### src/rtl/rf_pkg.sv
// Shared definitions for the register-file write path: default widths,
// the hard-wired zero register index and the output-stage record type.
package rf_pkg;

   localparam int REG_AW = 5;
   localparam int REG_DW = 32;

   localparam logic [REG_AW-1:0] REG_ZERO = 5'd0;

   // One pending register-file write as held in the arbiter's output stage.
   typedef struct packed {
      logic              valid;
      logic [REG_AW-1:0] addr;
      logic [REG_DW-1:0] data;
   } rf_wr_t;

endpackage

### src/rtl/rf_write_arbiter_rr_arbiter.sv
// Combinational round-robin arbiter. The search starts one past the last
// winner (ptr_i) and wraps, so the last winner has the lowest priority.
// Produces a one-hot grant and the encoded index of the winner.
module rr_arbiter
   import rf_pkg::*;
#(
   parameter int NREQ = 3,
   parameter int PW   = (NREQ > 1) ? $clog2(NREQ) : 1
) (
   input  logic [NREQ-1:0] req_i,
   input  logic [PW-1:0]   ptr_i,
   input  logic            enable_i,
   output logic [NREQ-1:0] grant_o,
   output logic [PW-1:0]   idx_o
);

   int   k;
   logic found;

   // Rotating priority search: first requester after ptr_i wins.
   always_comb begin
      grant_o = '0;
      idx_o   = '0;
      found   = 1'b0;
      k       = 0;
      for (int i = 1; i <= NREQ; i++) begin
         k = (int'(ptr_i) + i) % NREQ;
         if (enable_i && !found && req_i[k]) begin
            found      = 1'b1;
            grant_o[k] = 1'b1;
            idx_o      = PW'(k);
         end
      end
   end

endmodule

### src/rtl/rf_write_arbiter.sv
// Register-file write-port arbiter: NREQ writeback sources compete for the
// single we3/wa3/wd3 port through a round-robin grant and one registered
// output stage. Writes to r0 occupy a slot but never raise we3.
// Optional feature macro: RF_WR_BYPASS_EN adds two read-bypass lookups into
// the pending output-stage write.
module rf_write_arbiter
   import rf_pkg::*;
#(
   parameter int NREQ = 3,
   parameter int AW   = REG_AW,
   parameter int DW   = REG_DW
) (
   input  logic             clk,
   input  logic             reset,
   input  logic [NREQ-1:0]    req_valid,
   input  logic [NREQ*AW-1:0] req_addr,
   input  logic [NREQ*DW-1:0] req_data,
   output logic [NREQ-1:0]    req_ready,
   input  logic             wr_hold,
   output logic             we3,
   output logic [AW-1:0]    wa3,
   output logic [DW-1:0]    wd3,
`ifdef RF_WR_BYPASS_EN
   input  logic [AW-1:0]    byp_ra1,
   input  logic [AW-1:0]    byp_ra2,
   output logic             byp_hit1,
   output logic             byp_hit2,
   output logic [DW-1:0]    byp_rd1,
   output logic [DW-1:0]    byp_rd2,
`endif
   output logic             busy
);

   localparam int PW = (NREQ > 1) ? $clog2(NREQ) : 1;
   localparam logic [AW-1:0] ZERO_ADDR = AW'(REG_ZERO);

   logic            valid_q, valid_d;
   logic [AW-1:0]   wa_q, wa_d;
   logic [DW-1:0]   wd_q, wd_d;
   logic [PW-1:0]   ptr_q, ptr_d;

   logic            can_accept;
   logic            arb_en;
   logic            xfer;
   logic [NREQ-1:0] grant;
   logic [PW-1:0]   win_idx;
   logic [AW-1:0]   win_addr;
   logic [DW-1:0]   win_data;

   // The register file always takes a write, so the stage frees up unless held.
   assign can_accept = !valid_q || !wr_hold;
   assign arb_en     = can_accept && !reset;

   rr_arbiter #(
      .NREQ (NREQ),
      .PW   (PW)
   ) u_rr_arbiter (
      .req_i    (req_valid),
      .ptr_i    (ptr_q),
      .enable_i (arb_en),
      .grant_o  (grant),
      .idx_o    (win_idx)
   );

   assign req_ready = grant;
   assign xfer      = |(req_valid & grant);

   // Select the winner's address and data with a one-hot AND-OR mux.
   always_comb begin
      win_addr = '0;
      win_data = '0;
      for (int i = 0; i < NREQ; i++) begin
         if (grant[i]) begin
            win_addr = win_addr | req_addr[i*AW +: AW];
            win_data = win_data | req_data[i*DW +: DW];
         end
      end
   end

   // Next state of the output stage and the round-robin pointer.
   always_comb begin
      valid_d = valid_q;
      wa_d    = wa_q;
      wd_d    = wd_q;
      ptr_d   = ptr_q;
      if (xfer) begin
         valid_d = 1'b1;
         wa_d    = win_addr;
         wd_d    = win_data;
         ptr_d   = win_idx;
      end else if (valid_q && !wr_hold) begin
         valid_d = 1'b0;
      end
   end

   // State registers; reset drops any pending write and gives requester 0 priority.
   always_ff @(posedge clk) begin
      if (reset) begin
         valid_q <= 1'b0;
         wa_q    <= '0;
         wd_q    <= '0;
         ptr_q   <= PW'(NREQ - 1);
      end else begin
         valid_q <= valid_d;
         wa_q    <= wa_d;
         wd_q    <= wd_d;
         ptr_q   <= ptr_d;
      end
   end

   assign we3  = valid_q && !wr_hold && (wa_q != ZERO_ADDR) && !reset;
   assign wa3  = wa_q;
   assign wd3  = wd_q;
   assign busy = valid_q;

`ifdef RF_WR_BYPASS_EN
   // Readers see the pending write one cycle before it lands in the file.
   assign byp_hit1 = valid_q && (wa_q != ZERO_ADDR) && (wa_q == byp_ra1);
   assign byp_hit2 = valid_q && (wa_q != ZERO_ADDR) && (wa_q == byp_ra2);
   assign byp_rd1  = byp_hit1 ? wd_q : '0;
   assign byp_rd2  = byp_hit2 ? wd_q : '0;
`endif

endmodule

### config.mk
export PLATFORM = sky130hd
export DESIGN_NAME = rf_write_arbiter
export DESIGN_NICKNAME = d
export VERILOG_FILES = /design/src/rtl/rf_pkg.sv /design/src/rtl/rf_write_arbiter_rr_arbiter.sv /design/src/rtl/rf_write_arbiter.sv
export SDC_FILE = /design/constraint.sdc
export NUM_CORES = 1
export LEC_CHECK = 0
export CAP_MARGIN = 30
export CORE_UTILIZATION = 43
export CTS_BUF_LIST = sky130_fd_sc_hd__clkbuf_2 sky130_fd_sc_hd__clkbuf_4 sky130_fd_sc_hd__clkbuf_8
export DETAILED_ROUTE_END_ITERATION = 8
export PLACE_DENSITY = 0.83
export SLEW_MARGIN = 10
export SYNTH_ARGS = -nofsm -noshare
export SYNTH_HDL_FRONTEND = slang
export SYNTH_SLANG_ARGS = --single-unit
### constraint.sdc
create_clock -name clk -period 3.8 [get_ports clk]
set_clock_uncertainty 0.15 [all_clocks]
set_input_delay 0.76 -clock clk [delete_from_list [all_inputs] [get_ports clk]]
set_output_delay 0.76 -clock clk [all_outputs]
set_load 0.02 [all_outputs]
==> impl_metrics.env <==
export IMPL_dp_hpwl_mm=8.208
export IMPL_synth_area_leaders="dfxtp_1 23%, a32o_1 11%, a221o_1 11%, a22o_1 9.8%, a221oi_1 9.5%"
export IMPL_post_route_period_util_pct=88.88
export IMPL_crit_fanout=3
export IMPL_die_area_um2=8292
export IMPL_cts_setup_buffers=0
export IMPL_drtIter0Drc=394
export IMPL_num_rows=32
export IMPL_synth_xor_area_share_pct=0
export IMPL_n_fill_cell=645
export IMPL_routed_via_density=6.596
export IMPL_insertedDiodeCount=0
export IMPL_initial_core_util_pct=44.37
export IMPL_gr_total_overflow=0
export IMPL_synth_compound_area_share_pct=51.54
export IMPL_clkSlewWorstSetupHoldPaths_ns=0.07
export IMPL_dieWidth_um=91.06
export IMPL_area_growth_pct=55.03
export IMPL_ir_drop_v=0.0002150
export IMPL_leakage_nw=1.809
export IMPL_crit_path_end_kind="output port"
export IMPL_start_kind="input pin"
export IMPL_cellPowerDensity_nw_per_um2=451.5
export IMPL_rsz0062_at_grt="false"
export IMPL_synth_top_family_by_area="compound AO/OA/AOI/OAI gates"
export IMPL_htreeDepth=2
export IMPL_vias=4314
export IMPL_synthAdderAreaFrac_pct=1.467
export IMPL_ant_nets=0
export IMPL_hp_class="reg -> reg"
export IMPL_wl_per_cell_um=18.94
export IMPL_grt_pass1_wl_mm=19.68
export IMPL_grt_max_degree=77
export IMPL_power_frac_seq_pct=21.2
export IMPL_switching_share_pct=41.72
export IMPL_drc=0
export IMPL_path_class="in -> out"
export IMPL_cts_sinks=40
export IMPL_synth_simple_area_share_pct=13.24
export IMPL_synthCells=420
export IMPL_synth_mux_area_share_pct=1.944
export IMPL_grt_pass1_vias=4089
export IMPL_root_buffer="clkbuf_8"
export IMPL_max_cap_viol_count=0
export IMPL_grt_usage_pct=28.87
export IMPL_drt_first_pass_iters=5
export IMPL_max_slew_margin_pct=48.91
export IMPL_crit_required_ns=2.89
export IMPL_synth_top_cell_area_share_pct=23.48
export IMPL_tightestPinTransition_ns=0.7663
export IMPL_syn_area_um2=3411
export IMPL_arrival_ns=2.47
export IMPL_fmax_ghz=0.2961
export IMPL_routed_wl_mm=12.39
export IMPL_outcome="finished clean"
export IMPL_fin_setup_tns_ns=0
export IMPL_power_frac_comb_pct=63.0
export IMPL_yosys_area_top_type="dfxtp_1"
export IMPL_die_height_um=91.06
export IMPL_antenna_found_initial=0
export IMPL_ys_ff_latch=40
export IMPL_routabilityCongestion=0.8760
export IMPL_synth_edf_count=0
export IMPL_finalSetupViolCount=0
export IMPL_synth_async_reset_ratio_pct=0
export IMPL_p_int_mw=1.391
export IMPL_finalPower_mw=2.387
export IMPL_synth_common_cells="43 x a21oi_1, 42 x nand2_1, 40 x dfxtp_1"
export IMPL_drv_slew=0
export IMPL_synth_ff_type="dfxtp_1"
export IMPL_cts_buffers=5
export IMPL_ys_seq_area_share_pct=23.48
export IMPL_synth_warning_count=0
export IMPL_port_buffers=158
export IMPL_finalWorstPathRequiredPeriod_ns=3.377
export IMPL_cts_tree="done"
export IMPL_clkLatencyLatePin_ns=0.29
export IMPL_cts_buffer_depth=2
export IMPL_finalHoldViolations=0
export IMPL_ys_types=40
export IMPL_yosysMostFrequentCell="a21oi_1"
export IMPL_avgSynthCellArea_um2=8.121
export IMPL_netSwitchingPower_mw=0.9959
export IMPL_final_layout_size_suffix_gt1_share_pct=8.514
export IMPL_core_area_um2=7687
export IMPL_p_clk_share_pct=15.8
export IMPL_boundaryPins=159
export IMPL_syn_nets=541
export IMPL_nets=672
per-layer routing:
layer	track usage (%)	part of all wire [%]	wire, um	vias up
met4	9.524	1.2	149	0
met5	0	0	0	-
met1	34.20	40	4946	2048
li1	-	-	-	2003
met3	4.690	8.2	1010	17
met2	52.59	51	6282	246
metrics by stage:
step | hold WS [ns] | setup WS, ns | cells | util [%] | cell area (um2)
after floorplan | 0.3203 | 0.6931 | 420 | - | 3411
after CTS | 0.3181 | 0.05032 | 654 | 68.52 | 5268
after global routing | 0.3349 | 0.3146 | 654 | 68.78 | 5288
after global placement | 0.3036 | 0.08258 | 646 | 66.88 | 5141
after detailed placement | 0.3075 | 0.06368 | 646 | 66.88 | 5141
final | 0.3178 | 0.4226 | 654 | 68.78 | 5288
power groups by stage:
stage	sequential [mW]	clock, mW	combinational, mW
final	0.506	0.378	1.50
after floorplan	0.573	0	0.896
after CTS	0.506	0.386	1.49
after global placement	0.513	0	1.46
after global routing	0.513	0.406	1.61
after detailed placement	0.516	0	1.49
worst max-delay path, cell delays in order:
cell and delay (ns):
clkdlybuf4s50_1 0.44, a22o_1 0.22, a211o_1 0.33, buf_4 0.17
a21oi_4 0.13, a21oi_1 0.08, nor2_1 0.09, dlymetal6s2s_1 0.25
cells by family (layout without fill, tap and decap cells):
family          Yosys count  after routing
compound gates          208            208
fa+ha+maj                 4              4
buf+inv                  64            196
flops                    40             40
mux                       6              6
simple gates             98             98
flip-flops by register name, indices dropped and copies added (netlist names):
signal / flops
busy: 1
ptr_q: 2
wa3: 5
wd3: 32
area by class of cell:
cell class	instances	area, um2	area share [%]
Clock buffer	7	96.34	1.822
Clock inverter	1	30.03	0.5679
Inverter	5	18.77	0.3549
Multi-Input combinational cell	316	2405	45.48
Sequential cell	40	800.8	15.14
Tap cell	102	127.6	2.414
Timing Repair Buffer	183	1809	34.22
placed cells by master (no fill, tap or decap), types with 5 or more instances in the layout:
master           instances
a21oi_1                 42
a221o_1                 36
a221oi_1                37
a22o_1                  38
a32o_1                  37
buf_4                   22
clkbuf_8                 7
clkdlybuf4s50_1        154
dfxtp_1                 40
inv_1                    5
nand2_1                 42
nand3_1                 37
nor2_1                   6
nor2b_1                  5
final timing paths:
kind                            slack (ns)         start  depth (start not counted)            to
worst min-delay path                  0.32        wd3[1]                          2        wd3[1]
worst max register to register        0.51      ptr_q[0]                         10       wd3[30]
worst min register to register        0.32        wd3[1]                          2        wd3[1]
worst max-delay path                  0.42  req_valid[1]                          8  req_ready[2]
repair_timing:
action / 4_1_cts / 5_1_grt
gates resized for setup: 0 / 5
hold buffers: 0 / 0
endpoints found under the setup margin: 0 / 3
Note: power is estimated with default switching activity, not from simulation.
